## config.mk

```make
export PLATFORM = sky130hd
export DESIGN_NAME = game_sequencer_flat
export DESIGN_NICKNAME = d
export VERILOG_FILES = /design/src/rtl/game_sequencer_pkg.sv /design/src/rtl/game_sequencer_if.sv /design/src/rtl/game_sequencer_rise_detect.sv /design/src/rtl/game_sequencer.sv /design/src/flat_wrapper.sv
export SDC_FILE = /design/constraint.sdc
export NUM_CORES = 1
export LEC_CHECK = 0
export BUFFER_PORTS_ARGS = -buffer_cell sky130_fd_sc_hd__buf_2
export CAP_MARGIN = 20
export CORE_MARGIN = 2
export CORE_UTILIZATION = 54
export DETAILED_ROUTE_END_ITERATION = 10
export PLACE_DENSITY = 0.77
export RECOVER_POWER = 100
export SYNTH_ARGS = -nofsm -noshare
export SYNTH_HDL_FRONTEND = slang
export SYNTH_SLANG_ARGS = --single-unit
```

## constraint.sdc

```tcl
create_clock -name clk -period 3 [get_ports clk]
set_clock_uncertainty 0.05 [all_clocks]
set_input_delay 0.15 -clock clk [delete_from_list [all_inputs] [get_ports clk]]
set_output_delay 0.15 -clock clk [all_outputs]
set_load 0.01 [all_outputs]
```

## src/rtl/game_sequencer_pkg.sv

```systemverilog
// Purpose: shared Frogger game-flow types, default constants and car-speed helper.
// Latency: n/a (types and constant functions only).
// Backpressure: n/a.
//
// Contents: state_t (one-hot round state), default parameter values,
// speed saturation limit and sat_speed().
package frogger_pkg;

    // One-hot round states; GAME_OVER stays in the type even when the lives
    // feature is compiled out so every build shares one encoding.
    typedef enum logic [4:0] {
        IDLE      = 5'b00001,
        PLAY      = 5'b00010,
        DYING     = 5'b00100,
        LEVEL_UP  = 5'b01000,
        GAME_OVER = 5'b10000
    } state_t;

    localparam int DEF_MAX_LEVEL    = 9;
    localparam int DEF_START_LIVES  = 3;
    localparam int DEF_PAUSE_FRAMES = 60;
    localparam int DEF_SPEED_BASE   = 1;
    localparam int SPEED_SAT        = 15;

    // Car speed for a level: base + level, clamped to the 4-bit ceiling.
    function automatic logic [3:0] sat_speed(input int base, input logic [3:0] lvl);
        int sum;
        sum = base + int'(lvl);
        if (sum > SPEED_SAT) begin
            return 4'(SPEED_SAT);
        end
        return 4'(sum);
    endfunction

endpackage

```

## src/rtl/game_sequencer_if.sv

```systemverilog
// Purpose: bundles the game sequencer's event inputs and game-state outputs.
// Latency: n/a (wires only).
// Backpressure: none; all signals are level/pulse, no handshake.
//
// master: top-level glue driving frame/collision/switch events.
// slave : the sequencer, producing round_reset, freeze, level, lives,
//         car_speed and game_over.
interface game_sequencer_if;
    logic       frame_tick;
    logic       death_collision;
    logic       win_collision;
    logic       any_move;
    logic       restart;
    logic       round_reset;
    logic       freeze;
    logic [3:0] level;
    logic [1:0] lives;
    logic [3:0] car_speed;
    logic       game_over;

    modport master (
        output frame_tick, death_collision, win_collision, any_move, restart,
        input  round_reset, freeze, level, lives, car_speed, game_over
    );

    modport slave (
        input  frame_tick, death_collision, win_collision, any_move, restart,
        output round_reset, freeze, level, lives, car_speed, game_over
    );
endinterface

```

## src/rtl/game_sequencer_rise_detect.sv

```systemverilog
// Purpose: 1-bit rising-edge detector (registered previous value).
// Latency: combinational edge output, valid in the same cycle the input rises.
// Backpressure: none.
//
// Ports: clk, reset_n (async active-low), d (level input), rise (d high now, low last cycle).
module rise_detect (
    input  logic clk,
    input  logic reset_n,
    input  logic d,
    output logic rise
);
    logic prev_q;

    always_ff @(posedge clk or negedge reset_n) begin
        if (!reset_n) begin
            prev_q <= 1'b0;
        end else begin
            prev_q <= d;
        end
    end

    assign rise = d & ~prev_q;
endmodule

```

## src/rtl/game_sequencer.sv

```systemverilog
// Purpose: Frogger round sequencer (attract, play, death/level-up pauses, game over).
// Latency: an input edge sampled in cycle N is reflected on all outputs at N+1.
// Backpressure: none; inputs are sampled every cycle and never stalled.
//
// Ports: clk, reset_n (async active-low), bus (game_sequencer_if.slave):
//   in  frame_tick, death_collision, win_collision, any_move, restart
//   out round_reset, freeze, level[3:0], lives[1:0], car_speed[3:0], game_over
// Build option: GAME_SEQ_LIVES_EN enables lives counting and the GAME_OVER state;
// without it lives is fixed at START_LIVES and game_over is 0.
module game_sequencer
    import frogger_pkg::*;
#(
    parameter int MAX_LEVEL    = DEF_MAX_LEVEL,
    parameter int START_LIVES  = DEF_START_LIVES,
    parameter int PAUSE_FRAMES = DEF_PAUSE_FRAMES,
    parameter int SPEED_BASE   = DEF_SPEED_BASE
) (
    input  logic            clk,
    input  logic            reset_n,
    game_sequencer_if.slave bus
);
    localparam int               CNT_RAW    = $clog2(PAUSE_FRAMES + 1);
    localparam int               CNT_W      = (CNT_RAW < 6) ? 6 : CNT_RAW;
    localparam logic [CNT_W-1:0] CNT_LAST   = CNT_W'(PAUSE_FRAMES - 1);
    localparam logic [3:0]       LEVEL_TOP  = 4'(MAX_LEVEL);
    localparam logic [1:0]       LIVES_INIT = 2'(START_LIVES);
    localparam logic [3:0]       SPEED_INIT = sat_speed(SPEED_BASE, 4'd0);

    state_t           state_q, state_d;
    logic [3:0]       level_q, level_d;
    logic [CNT_W-1:0] cnt_q, cnt_d;
    logic [3:0]       speed_q;
    logic             rr_q, rr_d;
    logic             restart_q;
    logic             enter_play;
    logic             pause_done;
    logic             death_edge, win_edge, move_edge;
`ifdef GAME_SEQ_LIVES_EN
    logic [1:0]       lives_q, lives_d;
`endif

    rise_detect u_death_edge (.clk(clk), .reset_n(reset_n), .d(bus.death_collision), .rise(death_edge));
    rise_detect u_win_edge   (.clk(clk), .reset_n(reset_n), .d(bus.win_collision),   .rise(win_edge));
    rise_detect u_move_edge  (.clk(clk), .reset_n(reset_n), .d(bus.any_move),        .rise(move_edge));

    // The tick that completes the pause is the one seen when the count
    // already holds PAUSE_FRAMES-1.
    assign pause_done = bus.frame_tick && (cnt_q == CNT_LAST);

    always_comb begin
        state_d    = state_q;
        level_d    = level_q;
        cnt_d      = cnt_q;
        enter_play = 1'b0;
`ifdef GAME_SEQ_LIVES_EN
        lives_d    = lives_q;
`endif
        if (bus.restart) begin
            state_d = IDLE;
            level_d = 4'd0;
            cnt_d   = '0;
`ifdef GAME_SEQ_LIVES_EN
            lives_d = LIVES_INIT;
`endif
        end else begin
            case (state_q)
                IDLE: begin
                    if (move_edge) begin
                        state_d    = PLAY;
                        enter_play = 1'b1;
                    end
                end
                PLAY: begin
                    // Win wins a same-cycle tie with death; lives untouched.
                    if (win_edge) begin
                        state_d = LEVEL_UP;
                        level_d = (level_q == LEVEL_TOP) ? 4'd0 : level_q + 4'd1;
                        cnt_d   = '0;
                    end else if (death_edge) begin
                        state_d = DYING;
                        cnt_d   = '0;
`ifdef GAME_SEQ_LIVES_EN
                        lives_d = lives_q - 2'd1;
`endif
                    end
                end
                DYING, LEVEL_UP: begin
                    if (pause_done) begin
`ifdef GAME_SEQ_LIVES_EN
                        // lives already reads 0 if this death used the last life.
                        if (state_q == DYING && lives_q == 2'd0) begin
                            state_d = GAME_OVER;
                        end else begin
                            state_d    = PLAY;
                            enter_play = 1'b1;
                        end
`else
                        state_d    = PLAY;
                        enter_play = 1'b1;
`endif
                    end else if (bus.frame_tick) begin
                        cnt_d = cnt_q + CNT_W'(1);
                    end
                end
`ifdef GAME_SEQ_LIVES_EN
                GAME_OVER: begin
                    state_d = GAME_OVER;
                end
`endif
                default: begin
                    state_d = IDLE;
                end
            endcase
        end
        // A held restart pulses once; the mask keeps round_reset from ever
        // being high on two consecutive cycles.
        rr_d = (enter_play | (bus.restart & ~restart_q)) & ~rr_q;
    end

    always_ff @(posedge clk or negedge reset_n) begin
        if (!reset_n) begin
            state_q   <= IDLE;
            level_q   <= 4'd0;
            cnt_q     <= '0;
            rr_q      <= 1'b0;
            restart_q <= 1'b0;
            speed_q   <= SPEED_INIT;
`ifdef GAME_SEQ_LIVES_EN
            lives_q   <= LIVES_INIT;
`endif
        end else begin
            state_q   <= state_d;
            level_q   <= level_d;
            cnt_q     <= cnt_d;
            rr_q      <= rr_d;
            restart_q <= bus.restart;
            // Computed from the next level so speed and level move together.
            speed_q   <= sat_speed(SPEED_BASE, level_d);
`ifdef GAME_SEQ_LIVES_EN
            lives_q   <= lives_d;
`endif
        end
    end

    assign bus.round_reset = rr_q;
    assign bus.freeze      = (state_q != PLAY);
    assign bus.level       = level_q;
    assign bus.car_speed   = speed_q;
`ifdef GAME_SEQ_LIVES_EN
    assign bus.lives       = lives_q;
    assign bus.game_over   = (state_q == GAME_OVER);
`else
    assign bus.lives       = LIVES_INIT;
    assign bus.game_over   = 1'b0;
`endif
endmodule

```

## src/flat_wrapper.sv

```systemverilog
// flat-port wrapper written by rule: the top's interface ports become plain ports
module game_sequencer_flat import frogger_pkg::*;
#(
    parameter int MAX_LEVEL    = DEF_MAX_LEVEL,
    parameter int START_LIVES  = DEF_START_LIVES,
    parameter int PAUSE_FRAMES = DEF_PAUSE_FRAMES,
    parameter int SPEED_BASE   = DEF_SPEED_BASE
)
  (clk, reset_n, bus_frame_tick, bus_death_collision, bus_win_collision, bus_any_move, bus_restart, bus_round_reset, bus_freeze, bus_level, bus_lives, bus_car_speed, bus_game_over);
  game_sequencer_if bus_i ();
  input  logic clk;
  input  logic reset_n;
  input wire logic [$bits(bus_i.frame_tick)-1:0] bus_frame_tick;
  input wire logic [$bits(bus_i.death_collision)-1:0] bus_death_collision;
  input wire logic [$bits(bus_i.win_collision)-1:0] bus_win_collision;
  input wire logic [$bits(bus_i.any_move)-1:0] bus_any_move;
  input wire logic [$bits(bus_i.restart)-1:0] bus_restart;
  output wire logic [$bits(bus_i.round_reset)-1:0] bus_round_reset;
  output wire logic [$bits(bus_i.freeze)-1:0] bus_freeze;
  output wire logic [$bits(bus_i.level)-1:0] bus_level;
  output wire logic [$bits(bus_i.lives)-1:0] bus_lives;
  output wire logic [$bits(bus_i.car_speed)-1:0] bus_car_speed;
  output wire logic [$bits(bus_i.game_over)-1:0] bus_game_over;
  assign bus_i.frame_tick = bus_frame_tick;
  assign bus_i.death_collision = bus_death_collision;
  assign bus_i.win_collision = bus_win_collision;
  assign bus_i.any_move = bus_any_move;
  assign bus_i.restart = bus_restart;
  assign bus_round_reset = bus_i.round_reset;
  assign bus_freeze = bus_i.freeze;
  assign bus_level = bus_i.level;
  assign bus_lives = bus_i.lives;
  assign bus_car_speed = bus_i.car_speed;
  assign bus_game_over = bus_i.game_over;
  game_sequencer #(.MAX_LEVEL(MAX_LEVEL), .START_LIVES(START_LIVES), .PAUSE_FRAMES(PAUSE_FRAMES), .SPEED_BASE(SPEED_BASE)) u_core (.clk(clk), .reset_n(reset_n), .bus(bus_i));
endmodule
```

**Word level (Yosys, flattened, before mapping)**

Cells that the tools add are included.

- Bits in registers: 24
- Input port bits: 7
- Output and inout port bits: 13

- Add/sub/neg operators: 3
- $lt $le $gt $ge: 1
- Eq/ne operators: 12
- Muxes and demuxes: 23
- Bitwise operators: 11
- Reductions and logical operators: 5

Operator list:

| kind | number |
|---|---|
| greater-than comparator 32 x 5 -> 1 bit, second input constant | 1 |
| 2-to-1 mux 6 bit | 5 |
| 2-to-1 mux 5 bit | 5 |
| 2-to-1 mux 4 bit | 6 |
| one-hot mux 5 bit (3 select lines) | 1 |
| one-hot mux 6 bit (2 select lines) | 1 |
| adder 6 x 1 -> 6 bit, second input constant | 1 |
| equality test 6 bit, second input constant | 1 |
| != test 3 x 2 -> 1 bit, second input constant | 2 |
| != test 3 bit, second input constant | 2 |
| adder 1 x 4 -> 5 bit, first input constant | 1 |
| bitwise AND 1 bit | 5 |
| equality test 5 x 1 -> 1 bit, second input constant | 1 |
| equality test 5 x 2 -> 1 bit, second input constant | 1 |
| equality test 5 x 3 -> 1 bit, second input constant | 1 |
| equality test 5 x 4 -> 1 bit, second input constant | 1 |
| != test 5 x 2 -> 1 bit, second input constant | 1 |
| NOT 1 bit | 5 |
| adder 4 x 1 -> 4 bit, second input constant | 1 |
| equality test 4 bit, second input constant | 1 |
| 2-to-1 mux 1 bit | 4 |
| != test 4 x 3 -> 1 bit, second input constant | 1 |
| AND reduction 4 bit | 1 |
| AND reduction 3 bit | 1 |
| 5 further kinds | 5 |

**Depth between registers and ports, before layout**

- Depth after elaboration: 9
- Mapped depth: 8
- Gate-level depth less buffers: 8

**Hierarchy**

Synthesis repeated with hierarchy kept, for this count alone.

- Cell total of the unflattened synthesis: 133
- Area total of the unflattened synthesis: 1323.8 µm²

Modules (own cells, without submodules):

| module | instances | cells each | area an instance (µm²) | seq. area each (µm²) |
|---|---|---|---|---|
| game_sequencer | 1 | 127 | 1207.4 | 503.0 |
| rise_detect | 3 | 2 | 38.8 | 25.0 |

**Worst setup path after synthesis**

No wires, ideal clock.

- Kind: reg2reg
- Start point: register u_core.state_q[3]
- End point: register u_core.speed_q[2] (netlist: u_core.bus.car_speed[2])
- Data arrival time: 1947 ps
- Data required time: 2825 ps
- Slack: 878 ps
- Cell stages (with the launch flop): 8
- Path buffers: 0
- Period minus slack after synthesis: 2122 ps
- Cell sequence: dfrtp_1 nor4b_4 nand2_1 or3_1 a21oi_1 ha_1 nand2b_1 mux2_2

- Longest elaborated chain between the ends: 7

RTL lines:

| what | line | source |
|---|---|---|
| from (decl) | game_sequencer.sv:29 | `state_t state_q, state_d;` |
| from (signal assigned) | game_sequencer.sv:132 | `state_q <= state_d;` |
| equality test 5 x 2 -> 1 bit * | game_sequencer.sv:66 | `case (state_q)` |
| 2-to-1 mux 4 bit * | game_sequencer.sv:66 |  |
| 2-to-1 mux 4 bit * | game_sequencer.sv:58 | `if (bus.restart) begin` |
| named net u_core.level_d[1] | game_sequencer.sv:30 | `logic [3:0] level_q, level_d;` |
| adder 1 x 4 -> 5 bit * | game_sequencer_pkg.sv:28 | `sum = base + int'(lvl);` |
| greater-than comparator 32 x 5 -> 1 bit | game_sequencer_pkg.sv:29 | `if (sum > SPEED_SAT) begin` |
| 2-to-1 mux 1 bit | game_sequencer_pkg.sv:29 |  |
| 2-to-1 mux 4 bit * | game_sequencer_pkg.sv:32 | `return 4'(sum);` |
| to (signal assigned) | game_sequencer.sv:138 | `speed_q <= sat_speed(SPEED_BASE, level_d);` |
| to (decl) | game_sequencer.sv:32 | `logic [3:0] speed_q;` |

Mark *: on every way through the listed nets, which the timed path passes. The rest lies on a longest branch.
A chain may end at the register's enable or synchronous reset.

**Worst setup path after layout**

Ends and elaborated chain as after synthesis.

==> summary.txt <==
fin. max-slew vios - 0
simple-gate share of the synthesized area - 0.233
FMAX - 419 MHz
DR WL/cell - 13.3 um
final antenna-violating net count - 0
top cell type's share of synthesized area - 0.433
placed instance count - 161
Worst R2R Path Depth - 7
RSZ-0062 raised after global routing - no
nets - 152
vias in the first global route - 865
compound-gate portion of the synthesized area - 0.184
Synth Cell Area - 1210 um^2
Max Fanout on Critical Path - 6
RePlAce Congestion - 0.844
Synth area leader - dfrtp_1
I/O pin count - 20
Switching Share - 0.252
CP top delay family - simple AND/OR/NAND/NOR gates
r2r startpoint - u_core.state_q[3]
share of cells above drive strength 1 - 0.106
cell with the most instances after synthesis - dfrtp_1
Top Usage Layer GRT - met2
total track usage - 0.196
post-synthesis adder-cell area fraction - 0.0206
Buf/Inv on CP - 0
TritonCTS clock tree - yes
initial antenna violation count - 0
ranking of synthesized cells by area - dfrtp_1, dfstp_2, nand2_1, a21oi_1, nor2_1
synthesized instance count - 122
Post-synth top cells - dfrtp_1, nand2_1, nor2_1, a21oi_1, o21ai_0
R2R Setup Slk - 0.61 ns
hold path start - bus_frame_tick
clk sinks - 23
met2 usage - 0.310
status - complete, no violations
final period utilization - 0.795
Leakage Power - 0.589 nW
die area - 2640 um^2
setup total negative slack - 0 ns
PwrDens - 395 nW/um^2
mux contribution to synthesized area - 0.00928
Max Root-Sink Buffers - 2
Hold Path Depth - 3
root buf cell - clkbuf_4
GR Layer Usage met1 - 0.251
final non-filler cell total - 170
largest family of logic cells by synthesized area - simple AND/OR/NAND/NOR gates
Net Sw Power - 0.133 mW
fin crit period - 2.39 ns
number of remaining DRC errors - 0
Avg Cell Area, Syn - 9.95 um^2
Post-synth EDFFs - 0
asr flop ratio synth - 1.00
post-synthesis sequential area ratio - 0.476
grt met3 use - 0.0380
# Max-Cap Violations - 0
post-synth cell types - 41
Hold WS - 0.0806 ns
vias per inst - 5.70
CTS buffer count - 3
CP Data Required Time - 3.16 ns
via count - 969
hold crit path type - input port to flip-flop
Crit path largest cell delay - 0.48 ns
reg2reg end - u_core.bus.car_speed[2]
Synth Flop Type - dfrtp_1
Arrival @ worst endpoint - 2.55 ns
ANT cells - 0
final instance area - 1330 um^2
CP cell instances - nor4b_4 > nand2_1 > or3_1 > a21oi_1 > ha_1 > nand2b_1 > mux2_2
first-pass GRT wire length - 3.79 mm
Worst Setup End Kind - flip-flop
Post-DP Area - 1290 um^2
startpoint types - flip-flop
Crit Path Class - flip-flop to flip-flop
fin util - 0.614
Min-Delay Endpoint - u_core.cnt_q[1]
final setup vio count - 0
port bufs - 16
Comb power frac - 0.105
Row Count - 17
Synth Register Bits - 23
die width - 51.4 um
largest net degree at the start of global routing - 24
part of the power in registers - 0.622
Hold Vio Cnt, Final - 0
CP max-delay cell - dfrtp_1
CORE AREA - 2170 um^2
Worst-Skew Late Latency - 0.32 ns
clock power share - 0.273
design internal power - 0.394 mW
DRT Pass-1 Iters - 4
Final HPWL DP - 1.66 mm
clock slew at reported path FFs - 0.12 ns
YS warnings - 0
Peak VDD IR - 260 uV
violation count after the first detailed-route iteration - 11
initial core utilization - 0.559
WL final - 2.26 mm
Post-Synth XOR/XNOR Area - 0.0216
Slew @ Worst Pin - 1.18 ns
total congestion overflow - 0
P&R area growth vs syn - 9.79%
Die H - 51.4 um
Max H-tree Level - 1
Slew HR - 0.211
[logic make-up after synthesis]
logic type	after synthesis
AOI/OAI and AO/OA	31
xor gates and xnor gates	3
adders and majority gates	2
buffers and inverters	10
DFF	23
muxes	1
other	2
and+or+nand+nor	50
[placed cells by master (no fill, tap or decap), drive strengths merged, types with 2 or more instances in the layout]
cell type,instances
nor2,10
nand3,3
dlygate4sd3,5
nand2b,4
and3b,2
ha,2
and3,2
dfrtp,21
o311a,2
inv,4
a21oi,8
buf,2
a31oi,3
a211oi,2
nor4b,3
nand2,12
dfstp,2
o21ai,6
nor3,4
and2b,2
o21a,2
xnor2,3
clkbuf,18
or3,3
a31o,3
conb,3
[worst reg2reg max path: cells and delay by family, from the launching register on]
kind / cells / cell delay (ns)
compound gates: 1 / 0.19
fa+ha+maj: 1 / 0.26
flops: 1 / 0.48
mux: 1 / 0.26
simple gates: 4 / 1.03
[power groups by stage]
stage	Sequential [mW]	Clock [mW]	Combinational, mW
after floorplan	0.333	0	0.0377
after CTS	0.328	0.149	0.0607
after detailed placement	0.333	0	0.0553
final	0.327	0.144	0.0551
after global routing	0.329	0.159	0.0619
after global placement	0.332	0	0.0537
[worst max-delay path by stage]
stage,slack [ns],depth (start not counted),endpoint,from
CTS,0.62,7,u_core.bus.car_speed[2],u_core.state_q[3]
global placement,0.79,7,u_core.bus.car_speed[2],u_core.state_q[3]
detailed placement,0.65,7,u_core.bus.car_speed[2],u_core.state_q[3]
global route,0.40,7,u_core.bus.car_speed[2],u_core.state_q[3]
floorplan,0.88,7,u_core.bus.car_speed[2],u_core.state_q[3]
finish,0.61,7,u_core.bus.car_speed[2],u_core.state_q[3]
[metal layers]
metal	vias to the layer above	part of all wire
li1	473	-
met1	464	0.48
met2	27	0.45
met3	5	0.041
met4	0	0.024
met5	-	0
[metrics by stage]
stage          power, mW  setup slack [ns]
2_1_floorplan      0.370             0.878
3_3_place_gp       0.386             0.793
3_5_place_dp       0.389             0.649
4_1_cts            0.537             0.617
5_1_grt            0.550             0.405
6_report           0.526             0.615
[registers in the layout, indices dropped and copies added (netlist names)]
register,flops
u_core.cnt_q,6
u_core.bus.car_speed,4
u_core.bus.level,4
u_core.state_q,4
u_core.bus.round_reset,1
u_core.restart_q,1
u_core.u_death_edge.prev_q,1
u_core.u_move_edge.prev_q,1
u_core.u_win_edge.prev_q,1
[layout make-up]
cell class / instances / area [um^2]
tap: 28 / 35.0
timing repair buffer: 21 / 113
sequential: 23 / 578
inverter: 4 / 15.0
clock buffer: 4 / 26.3
multi-input combinational: 90 / 566
fill: 204 / 837
[timing repair]
action                    CTS  global route
hold buffers                5             0
gates resized for setup     0             0
buffers inserted            0             0
hold endpoints to repair   25             0
Power figures use the tool's default switching activity.
